==> src/rtl/fifo_stream_drain_pkg.sv <==
// Shared constants, types and pointer helper for the FIFO stream drain.
package fifo_drain_pkg;
   localparam int DEF_WIDTH     = 8;
   localparam int DEF_BUF_DEPTH = 3;

   typedef logic [$clog2(DEF_BUF_DEPTH+1)-1:0] cnt_t;
   typedef logic [$clog2(DEF_BUF_DEPTH)-1:0]   ptr_t;

   // Circular pointer advance; depth need not be a power of two.
   function automatic int unsigned next_ptr(input int unsigned p, input int unsigned depth);
      return (p == depth - 1) ? 0 : p + 1;
   endfunction
endpackage

==> src/rtl/fifo_stream_drain_if.sv <==
// FIFO read port plus valid/ready stream; master is the drain side.
interface fifo_stream_drain_if
   import fifo_drain_pkg::*;
#(
   parameter int WIDTH = DEF_WIDTH
);
   logic [WIDTH-1:0] fifo_rdata_i;
   logic             fifo_empty_i;
   logic             fifo_error_i;
   logic             fifo_rd_en_o;
   logic [WIDTH-1:0] m_data_o;
   logic             m_valid_o;
   logic             m_ready_i;

   modport master (
      input  fifo_rdata_i, fifo_empty_i, fifo_error_i, m_ready_i,
      output fifo_rd_en_o, m_data_o, m_valid_o
   );

   modport slave (
      output fifo_rdata_i, fifo_empty_i, fifo_error_i, m_ready_i,
      input  fifo_rd_en_o, m_data_o, m_valid_o
   );
endinterface

==> src/rtl/fifo_stream_drain_buf.sv <==
// Circular output buffer holding words returned by the FIFO until the consumer takes them.
module drain_buf
   import fifo_drain_pkg::*;
#(
   parameter int WIDTH     = DEF_WIDTH,
   parameter int BUF_DEPTH = DEF_BUF_DEPTH
) (
   input  logic                           clk,
   input  logic                           rst_n,
   input  logic                           push,
   input  logic [WIDTH-1:0]               push_data,
   input  logic                           pop,
   input  logic                           clear,
   output logic [WIDTH-1:0]               head_data,
   output logic [$clog2(BUF_DEPTH+1)-1:0] count
);
   localparam int CW = $clog2(BUF_DEPTH+1);
   localparam int PW = $clog2(BUF_DEPTH);

   logic [WIDTH-1:0] mem [BUF_DEPTH];
   logic [PW-1:0]    hd_q, tl_q;
   logic [CW-1:0]    cnt_q;

   assign head_data = mem[hd_q];
   assign count     = cnt_q;

   always_ff @(posedge clk or negedge rst_n) begin
      if (!rst_n) begin
         for (int i = 0; i < BUF_DEPTH; i++) mem[i] <= '0;
         hd_q  <= '0;
         tl_q  <= '0;
         cnt_q <= '0;
      end else if (clear) begin
         // storage keeps stale words; count=0 keeps them invisible
         hd_q  <= '0;
         tl_q  <= '0;
         cnt_q <= '0;
      end else begin
         if (push) begin
            mem[tl_q] <= push_data;
            tl_q      <= PW'(next_ptr(32'(tl_q), BUF_DEPTH));
         end
         if (pop) hd_q <= PW'(next_ptr(32'(hd_q), BUF_DEPTH));
         case ({push, pop})
            2'b10:   cnt_q <= cnt_q + 1'b1;
            2'b01:   cnt_q <= cnt_q - 1'b1;
            default: cnt_q <= cnt_q;
         endcase
      end
   end

   always @(posedge clk) begin
      if (rst_n && !clear && push) assert (cnt_q != CW'(BUF_DEPTH));
   end
endmodule

==> src/rtl/fifo_stream_drain.sv <==
// FIFO-to-stream drain: read issue, latency absorption, sticky error.
// Optional delivered-word counter under FIFO_STREAM_DRAIN_CNT_EN.
module fifo_stream_drain
   import fifo_drain_pkg::*;
#(
   parameter int WIDTH     = DEF_WIDTH,
   parameter int BUF_DEPTH = DEF_BUF_DEPTH,
   parameter int CNT_WIDTH = 16
) (
   input  logic                 clk_i,
   input  logic                 rst_i,
   input  logic                 flush_i,
   output logic                 err_o,
   fifo_stream_drain_if.master  bus
`ifdef FIFO_STREAM_DRAIN_CNT_EN
   ,
   output logic [CNT_WIDTH-1:0] word_cnt_o
`endif
);
   localparam int CW = $clog2(BUF_DEPTH+1);

   logic [CW-1:0] count;
   logic          inflight_q;
   logic          push, pop;

   // Reserve room for the in-flight word so a read is never issued without space;
   // m_ready_i deliberately has no path here.
   assign bus.fifo_rd_en_o = rst_i && !bus.fifo_empty_i && !flush_i &&
                             ((int'(count) + int'(inflight_q)) < BUF_DEPTH);
   assign bus.m_valid_o    = (count != '0) && !flush_i;
   assign push             = inflight_q && !flush_i;
   assign pop              = bus.m_valid_o && bus.m_ready_i;

   always_ff @(posedge clk_i or negedge rst_i) begin
      if (!rst_i) inflight_q <= 1'b0;
      else        inflight_q <= bus.fifo_rd_en_o;
   end

   always_ff @(posedge clk_i or negedge rst_i) begin
      if (!rst_i)                err_o <= 1'b0;
      else if (flush_i)          err_o <= 1'b0;
      else if (bus.fifo_error_i) err_o <= 1'b1;
   end

   drain_buf #(.WIDTH(WIDTH), .BUF_DEPTH(BUF_DEPTH)) u_buf (
      .clk       (clk_i),
      .rst_n     (rst_i),
      .push      (push),
      .push_data (bus.fifo_rdata_i),
      .pop       (pop),
      .clear     (flush_i),
      .head_data (bus.m_data_o),
      .count     (count)
   );

`ifdef FIFO_STREAM_DRAIN_CNT_EN
   always_ff @(posedge clk_i or negedge rst_i) begin
      if (!rst_i)                        word_cnt_o <= '0;
      else if (flush_i)                  word_cnt_o <= '0;
      else if (pop && (~word_cnt_o != '0)) word_cnt_o <= word_cnt_o + 1'b1;
   end
`endif
endmodule

==> src/flat_wrapper.sv <==
// flat-port wrapper written by rule: the top's interface ports become plain ports
module fifo_stream_drain_flat import fifo_drain_pkg::*;
#(
   parameter int WIDTH     = DEF_WIDTH,
   parameter int BUF_DEPTH = DEF_BUF_DEPTH,
   parameter int CNT_WIDTH = 16
)
  (clk_i, rst_i, flush_i, err_o, bus_fifo_rdata_i, bus_fifo_empty_i, bus_fifo_error_i, bus_m_ready_i, bus_fifo_rd_en_o, bus_m_data_o, bus_m_valid_o);
  fifo_stream_drain_if #(.WIDTH(WIDTH)) bus_i ();
  input  logic clk_i;
  input  logic rst_i;
  input  logic flush_i;
  output logic err_o;
  input wire logic [$bits(bus_i.fifo_rdata_i)-1:0] bus_fifo_rdata_i;
  input wire logic [$bits(bus_i.fifo_empty_i)-1:0] bus_fifo_empty_i;
  input wire logic [$bits(bus_i.fifo_error_i)-1:0] bus_fifo_error_i;
  input wire logic [$bits(bus_i.m_ready_i)-1:0] bus_m_ready_i;
  output wire logic [$bits(bus_i.fifo_rd_en_o)-1:0] bus_fifo_rd_en_o;
  output wire logic [$bits(bus_i.m_data_o)-1:0] bus_m_data_o;
  output wire logic [$bits(bus_i.m_valid_o)-1:0] bus_m_valid_o;
  assign bus_i.fifo_rdata_i = bus_fifo_rdata_i;
  assign bus_i.fifo_empty_i = bus_fifo_empty_i;
  assign bus_i.fifo_error_i = bus_fifo_error_i;
  assign bus_i.m_ready_i = bus_m_ready_i;
  assign bus_fifo_rd_en_o = bus_i.fifo_rd_en_o;
  assign bus_m_data_o = bus_i.m_data_o;
  assign bus_m_valid_o = bus_i.m_valid_o;
  fifo_stream_drain #(.WIDTH(WIDTH), .BUF_DEPTH(BUF_DEPTH), .CNT_WIDTH(CNT_WIDTH)) u_core (.clk_i(clk_i), .rst_i(rst_i), .flush_i(flush_i), .err_o(err_o), .bus(bus_i));
endmodule
==> config.mk <==
export PLATFORM = sky130hd
export DESIGN_NAME = fifo_stream_drain_flat
export DESIGN_NICKNAME = d
export VERILOG_FILES = /design/src/rtl/fifo_stream_drain_pkg.sv /design/src/rtl/fifo_stream_drain_if.sv /design/src/rtl/fifo_stream_drain_buf.sv /design/src/rtl/fifo_stream_drain.sv /design/src/flat_wrapper.sv
export SDC_FILE = /design/constraint.sdc
export NUM_CORES = 1
export LEC_CHECK = 0
export CELL_PAD_IN_SITES_DETAIL_PLACEMENT = 1
export CELL_PAD_IN_SITES_GLOBAL_PLACEMENT = 2
export CORE_ASPECT_RATIO = 1.75
export CORE_MARGIN = 3
export CORE_UTILIZATION = 35
export DETAILED_ROUTE_END_ITERATION = 8
export PLACE_DENSITY_LB_ADDON = 0.1
export SYNTH_ARGS = -nofsm -noshare
export SYNTH_HDL_FRONTEND = slang
export SYNTH_HIERARCHICAL = 1
export SYNTH_SLANG_ARGS = --single-unit
==> constraint.sdc <==
create_clock -name clk_i -period 2.08 [get_ports clk_i]
set_clock_uncertainty 0.1 [all_clocks]
set_input_delay 0.416 -clock clk_i [delete_from_list [all_inputs] [get_ports clk_i]]
set_output_delay 0.416 -clock clk_i [all_outputs]
set_load 0.1 [all_outputs]
==> Word level (Yosys, flattened, before mapping) <==
Cells that the tools add are included.
W data, S select, Z words.
{ "classes": {"eq_ne": 4, "muxes": 16, "bitwise_logic": 3, "n_reduce_logical": 15, "magnitude_cmp": 4, "n_addsub": 5} }
{ "op_table": {"columns": ["operator", "count"], "rows": [
  ["$lt A32 B3 Y1 const B", 1],
  ["$bwmux W24", 1],
  ["$mux W8", 3],
  ["$bmux W8 S2", 1],
  ["$demux W8 S2", 1],
  ["$mux W2", 7],
  ["$reduce_bool A2 Y1", 4],
  ["$logic_and A1 B1 Y1", 7],
  ["$add A2 B1 Y2 const B", 3],
  ["$eq A2 B2 Y1 const B", 3],
  ["$ge A3 B3 Y1 const B", 2],
  ["$not A2 Y3", 2],
  ["$pmux W2 S2", 1],
  ["$add A2 B1 Y3", 1],
  ["$lt A3 B1 Y1 const B", 1],
  ["$reduce_bool A3 Y1", 1],
  ["$eq A2 B1 Y1 const B", 1],
  ["$logic_not A1 Y1", 2],
  ["$mux W1", 2],
  ["$reduce_and A2 Y1", 1],
  ["$sub A2 B1 Y2 const B", 1],
  ["$not A1 Y1", 1]
]} }
{ "totals": {"output_inout_bits": 11, "reg_bits": 32, "elab_cells": 55, "inputBits": 14} }

==> Longest topological paths before layout <==
Gate-level depths: netlist of run 1.
{ "logic_depth": {"depth_word": 6, "ltp_mapped": 5} }

==> By module <==
Netlist of run 1, hierarchy kept.
{ "modules_own_cells": {"columns": ["module", "seq_area_each_um2", "area_per_inst_um2", "cells_each", "instances"], "rows": [
  ["drain_buf", 750.7, 1387.6, 106, 1],
  ["fifo_stream_drain", 50.0, 121.4, 12, 1]
]} }

==> Worst setup path after synthesis of run 1 <==
OpenSTA, ideal clock, no wires.
{ "synth_timing": {"path_kind": "register -> output", "startpoint": "register u_core.u_buf.hd_q[0]", "endpoint": "output bus_m_data_o[0]", "t_required_ns": 1.564, "stages_incl_launch_ff": 4, "t_arrival_ns": 2.829, "path_slack_ns": -1.265, "n_path_buf": 1, "cell_sequence": "dfrtp_1 > buf_2 > mux2i_1 > o21ai_0"} }
{ "synth_via": {"elab_chain_len": 4} }
{ "synth_rtl": {"columns": ["element", "line_no", "text"], "rows": [
  ["start, declared", "fifo_stream_drain_buf.sv:21", "logic [PW-1:0] hd_q, tl_q;"],
  ["start signal, assigned", "fifo_stream_drain_buf.sv:43", "if (pop) hd_q <= PW'(next_ptr(32'(hd_q), BUF_DEPTH));"],
  ["$not A2 Y3 (implied by the code)", "fifo_stream_drain_buf.sv:24", "assign head_data = mem[hd_q];"],
  ["$bmux W8 S2", "fifo_stream_drain_buf.sv:24", null],
  ["$mux W8 (implied by the code) (2 in series)", "fifo_stream_drain_buf.sv:24", null],
  ["end, declared", "flat_wrapper.sv:19", "output wire logic [$bits(bus_i.m_data_o)-1:0] bus_m_data_o;"]
]} }
No other way between the ends. The select of a mux whose other input is x is not followed.

==> Worst setup path after layout of run 1 <==
{ "layout_timing": {"startpoint": "register u_core.inflight_q", "endpoint": "output bus_fifo_rd_en_o"} }
{ "layout_via": {"elab_chain_len": 3} }
{ "layout_rtl": {"columns": ["element", "line_no", "text"], "rows": [
  ["start, declared", "fifo_stream_drain.sv:23", "logic inflight_q;"],
  ["start signal, assigned", "fifo_stream_drain.sv:36", "else inflight_q <= bus.fifo_rd_en_o;"],
  ["$add A2 B1 Y3", "fifo_stream_drain.sv:29", "((int'(count) + int'(inflight_q)) < BUF_DEPTH);"],
  ["$lt A32 B3 Y1", "fifo_stream_drain.sv:29", null],
  ["$logic_and A1 B1 Y1", "fifo_stream_drain.sv:28", "assign bus.fifo_rd_en_o = rst_i && !bus.fifo_empty_i && !flush_i &&"],
  ["end, declared", "flat_wrapper.sv:18", "output wire logic [$bits(bus_i.fifo_rd_en_o)-1:0] bus_fifo_rd_en_o;"]
]} }
No other way between the ends.

==> results of run 1 <==
-- worst register-to-register path, cell delays in order (launching register included) --
cell,delay [ns]
dfrtp_1,0.36
buf_4,0.11
buf_4,0.09
and2b_2,0.17
nand2b_4,0.09
nor3b_4,0.24
buf_12,0.16
mux2_2,0.33
-- how the worst max path moves through the flow --
| stage | from | endpoint | slack [ns] |
|---|---|---|---|
| after CTS | u_core/u_buf/count[0] | bus_fifo_rd_en_o | -0.33 |
| after global placement | flush_i | bus_fifo_rd_en_o | -0.24 |
| after floorplan | u_core/u_buf/count[0] | bus_fifo_rd_en_o | -0.22 |
| final | u_core/inflight_q | bus_fifo_rd_en_o | -0.32 |
| after detailed placement | flush_i | bus_fifo_rd_en_o | -0.26 |
| after global routing | u_core/inflight_q | bus_fifo_rd_en_o | -0.37 |
-- power breakdown --
group          switching, µW  internal, µW  leakage (µW)
clock                    230           354     0.0000541
combinational            461           290      0.000517
sequential              30.5           675      0.000428
total                    721          1320       0.00100
-- Yosys cell counts, drive strengths merged (2+ instances only) --
master,count
dfrtp,32
mux2,25
mux2i,10
nor2,10
nand2,9
o21ai,8
nor3b,5
a21oi,2
buf,2
ha,2
nand2b,2
nor3,2
-- state kept, by name, summed over array words and instances, names as in the netlist --
| name | count |
|---|---|
| u_core/err_o | 1 |
| u_core/inflight_q | 1 |
| u_core/u_buf/count | 2 |
| u_core/u_buf/hd_q | 2 |
| u_core/u_buf/mem | 24 |
| u_core/u_buf/tl_q | 2 |
-- kinds of logic (layout without fill, tap and decap cells) --
logic type,after synthesis,after routing,synth area share [%]
flip-flops,32,32,53.1
adder cells (fa/ha/maj),2,2,1.66
AO/OA/AOI/OAI,11,11,3.73
XOR/XNOR,2,2,1.16
buffers and inverters,3,53,0.912
AND/OR/NAND/NOR,33,33,14.2
multiplexers,35,35,25.3
-- through the flow --
step                      power [µW]  setup TNS, ns  util (%)  instance area (µm²)
final                           2040         -0.315      55.1                 2290
after detailed placement        1470          -3.40      50.9                 2110
after CTS                       2070         -0.334      54.9                 2280
after global routing            2130         -0.368      55.1                 2290
after floorplan                 1170         -0.295         -                 1570
after global placement          1450          -2.86      50.9                 2110
-- per-layer routing --
metal | track usage [%] | up-vias | wire length, µm
met2 | 29.8 | 23 | 2150
met3 | 4.60 | 8 | 157
met5 | 0 | - | 0
met4 | 7.51 | 0 | 104
met1 | 16.1 | 543 | 1230
li1 | - | 514 | -
-- repair_timing --
item,4_1_cts,5_1_grt
resized for setup,2,1
buffers inserted,5,0
pin swaps,1,1
endpoints found under the setup margin,9,1
-- area by class of cell --
| cell class | count | area share [%] |
|---|---|---|
| tap | 49 | 2.68 |
| sequential | 32 | 35.1 |
| clock buffer | 5 | 3.01 |
| multi-input combinational | 83 | 33.5 |
| clock inverter | 3 | 1.86 |
| timing repair buffer | 45 | 23.9 |
==> out/qor.txt, run 1 <==
CTS Buf Count: 5
Netlist cell types: 25
final setup fails: 1
routed len/inst: 16.8 µm
routed vias/inst: 5.01
CP Buf/Inv Count: 1
WHS Endpoint: u_core/err_o
violated checks: setup timing
Post-DP HPWL: 2750 µm
Avg Synthesized Cell Area: 12.8 µm²
vias in the first global route: 1285
initial antenna violation count: 0
CTS Sinks: 32
Reg2Reg Depth: 7
Row Count: 31
Reg2Reg Launch Point: u_core/inflight_q
Mapped Area: 0.00151 mm²
core area: 0.00415 mm²
Critical Path Slowest Stage Cell: or4b_4
CTS tree: yes
highest-count cells in the layout ignoring fill and taps: dfrtp_1 (31), mux2_2 (24), buf_4 (18), buf_12 (14), clkdlybuf4s50_1 (13)
Post-Route WL: 3640 µm
largest area contributor in the synthesized netlist: dfrtp_1
Die W: 55.6 µm
Final GP Congestion: 0.747
Syn Nets: 134
commonest non-fill, non-tap cell in the layout: dfrtp_1
Max FO, Critical Path: 2
Ports: 25
Setup WS post-layout: -0.315 ns
Critical Path RT: 1.56 ns
Period Utilization, post-route: 115%
HP Class: flip-flop to flip-flop
Hold Buf Count CTS: 0
Syn Inst Count: 118
worst slew pin tran: 0.418 ns
# nets final: 183
Synth Register Bits: 32
Final Hold Viols: 0
max_slew headroom: 72.1%
Main synth FF type: dfrtp_1
Max Fclk: 417 MHz
asr flop ratio synth: 100%
max-slew violations: 0
Die Y: 92.9 µm
status: finished with violations
gr usage total: 16.1%
Reg clk slew, reported paths: 0.07 ns
family with the most delay on the worst path: simple AND/OR/NAND/NOR gates
# port buffers: 24
FILL cells: 438
Max-Cap Viols: 0
RSZ-0062 raised after global routing: true
CTS max path bufs: 2
multi-input logic area: 767 µm²
pre-CTS WS: -0.259 ns
post-route minimum period: 2.40 ns
layout cells sized above 1: 49.4%
CP Launch Type: flip-flop
ANT cells: 0
worst hold start: u_core/err_o
crit path DAT: 1.88 ns
drt pass-1 iters: 4
placed cells: 204
Largest stage delay, worst path: 0.49 ns
Congestion Overflow GR: 0
Die Area: 0.00517 mm²
peak supply drop: 0.672 mV
Register Area: 802 µm²
Layout area overhead: 51.6%
Cell Pwr Density: 892 mW/mm²
top cell type's share of synthesized area: 53.1%
ranking of synthesized cells by area: dfrtp_1 (53%), mux2_2 (18%), mux2i_1 (6.6%), o21ai_0 (2.7%), nor2_1 (2.5%)
first-pass GRT wire length: 6240 µm
r2r setup slk: 0.31 ns
Starting Density: 36.4%
H-tree depth: 2
final std cells w/o fill: 217
EDFF count, synth: 0
Leak: 0.00100 µW
Via Count: 1088
DRT antenna net count: 0
Synth warnings: 6
initial detailed-routing violation count: 17
kind of critical path: flip-flop to output port
Levels on crit path: 5
clk root buf: clkbuf_8
largest net degree at the start of global routing: 33
sequential-to-total area share from yosys stat: 53.1%
hold depth: 2
worst path cell trace: ha_2 > ha_4 > or4b_4 > a21oi_4 > buf_12
hold slack: 0.408 ns
worst skew pair latency: 0.28 ns
drt drc: 0
CP endpoint kind: output port
Reg2Reg Capture Point: u_core/u_buf/mem[7]
(Power assumes the default switching activity.)
==> run 2, diff against run 1 <==
- SKIP_LAST_GASP: unset -> 1
==> out/qor.txt, run 2 (same netlist as run 1, synthesis figures left out) <==
cell internal pwr: 1320 µW
Sw Pwr: 719 µW
largest net degree at the start of global routing: 33
CP endpoint kind: output port
Layout area overhead: 50.7%
WHS Endpoint: u_core/err_o
commonest non-fill, non-tap cell in the layout: dfrtp_1
final setup fails: 1
Die Y: 92.9 µm
Ports: 25
Period Utilization, post-route: 116%
Critical Path RT: 1.56 ns
# port buffers: 24
Max Fclk: 416 MHz
CTS max path bufs: 2
r2r setup slk: 0.31 ns
first-pass GRT wire length: 6240 µm
peak supply drop: 0.672 mV
layout cells sized above 1: 48.8%
Die Area: 0.00517 mm²
initial detailed-routing violation count: 18
HP Class: flip-flop to flip-flop
hold depth: 2
total power: 2040 µW
Max-Cap Viols: 0
Via Count: 1090
Clk pwr share: 28.6%
sequential power share: 34.6%
clk root buf: clkbuf_8
violated checks: setup timing
H-tree depth: 2
max_slew headroom: 71.8%
highest-count cells in the layout ignoring fill and taps: dfrtp_1 (31), mux2_2 (24), buf_4 (18), buf_12 (14), clkdlybuf4s50_1 (13)
worst skew pair latency: 0.28 ns
routed len/inst: 16.7 µm
Critical Path Slowest Stage Cell: or4b_4
max-slew violations: 0
routed vias/inst: 5.02
max reg flops: 24
Congestion Overflow GR: 0
Reg2Reg Launch Point: u_core/inflight_q
worst hold start: u_core/err_o
drt drc: 0
worst path cell trace: ha_2 > ha_1 > or4b_4 > a21oi_4 > buf_12
core area: 0.00415 mm²
worst slew pin tran: 0.422 ns
DRT antenna net count: 0
Row Count: 31
Comb power frac: 36.8%
post-route minimum period: 2.40 ns
Final Hold Viols: 0
Max FO, Critical Path: 2
crit path DAT: 1.89 ns
largest register by flop count: u_core/u_buf/mem
CTS Sinks: 32
Largest stage delay, worst path: 0.49 ns
drt pass-1 iters: 4
status: finished with violations
Setup WS post-layout: -0.324 ns
gr usage total: 16.1%
Final GP Congestion: 0.747
CP Launch Type: flip-flop
Post-Route WL: 3630 µm
vias in the first global route: 1285
ANT cells: 0
Reg clk slew, reported paths: 0.07 ns
initial antenna violation count: 0
Starting Density: 36.4%
CTS tree: yes
# nets final: 183
sw frac: 35.3%
CTS Buf Count: 5
aggregate negative setup slack: -0.324 ns
RSZ-0062 raised after global routing: true
Leak: 0.00100 µW
Cell Pwr Density: 895 mW/mm²
Reg2Reg Capture Point: u_core/u_buf/mem[7]
Reg2Reg Depth: 7
kind of critical path: flip-flop to output port
Die W: 55.6 µm
Post-DP HPWL: 2750 µm
[run 2: changes by cell type in the layout (fill, tap and decap cells not counted)]
cell | previous run | this run
ha_4 | 1 | 0
ha_1 | 0 | 1
[run 2: how the worst max path moves through the flow]
| stage | startpoint | end | slack (ns) | cells after the start |
|---|---|---|---|---|
| after global routing | u_core/inflight_q | bus_fifo_rd_en_o | -0.39 | 5 |
| after floorplan | u_core/u_buf/count[0] | bus_fifo_rd_en_o | -0.22 | 4 |
| after CTS | u_core/u_buf/count[0] | bus_fifo_rd_en_o | -0.35 | 5 |
| final | u_core/inflight_q | bus_fifo_rd_en_o | -0.32 | 5 |
| after detailed placement | flush_i | bus_fifo_rd_en_o | -0.26 | 4 |
| after global placement | flush_i | bus_fifo_rd_en_o | -0.24 | 4 |
[run 2: area by class of cell]
| class | count | area (µm²) |
|---|---|---|
| clock buffer | 5 | 68.8 |
| clock inverter | 3 | 42.5 |
| fill | 440 | 1880 |
| multi-input combinational | 83 | 754 |
| sequential | 32 | 802 |
| tap | 49 | 61.3 |
| timing repair buffer | 45 | 546 |
[run 2: metal layers]
layer / share of wire [%] / GRT usage [%] / vias up
met1: 34 / 16.1 / 545
met2: 59 / 29.8 / 23
met3: 4.2 / 4.60 / 8
li1: - / - / 514
met4: 2.7 / 7.51 / 0
met5: 0 / 0 / -
[run 2: critical path, delay by kind of cell (launching register included)]
family                     cells  cell delay (ns)
AOI/OAI and AO/OA              1             0.17
adders and majority gates      2             0.36
buffers and inverters          1             0.19
DFF                            1             0.39
and+or+nand+nor                1             0.49
[run 2: power groups by stage]
stage	Sequential (µW)	Combinational (µW)	Clock (µW)
3_5_place_dp	719	746	0
2_1_floorplan	717	455	0
5_1_grt	711	781	632
4_1_cts	706	760	609
6_report	705	749	582
3_3_place_gp	714	735	0
[run 2: timing repair]
item,4_1_cts,5_1_grt
pin swaps,1,1
setup buffers,5,0
setup endpoints to repair,9,1
resized for setup,1,0
hold buffers,0,0
[run 2: per-stage QoR]
step                      hold slack, ns  util (%)  worst slack [ns]  cells  instance area, µm²
final                              0.408      54.8            -0.324    217                2270
after CTS                          0.414      54.8            -0.348    217                2270
after global placement             0.369      50.9            -0.240    204                2110
after detailed placement           0.398      50.9            -0.259    204                2110
after floorplan                   0.0204         -            -0.224    118                1570
after global routing               0.431      54.8            -0.393    217                2270
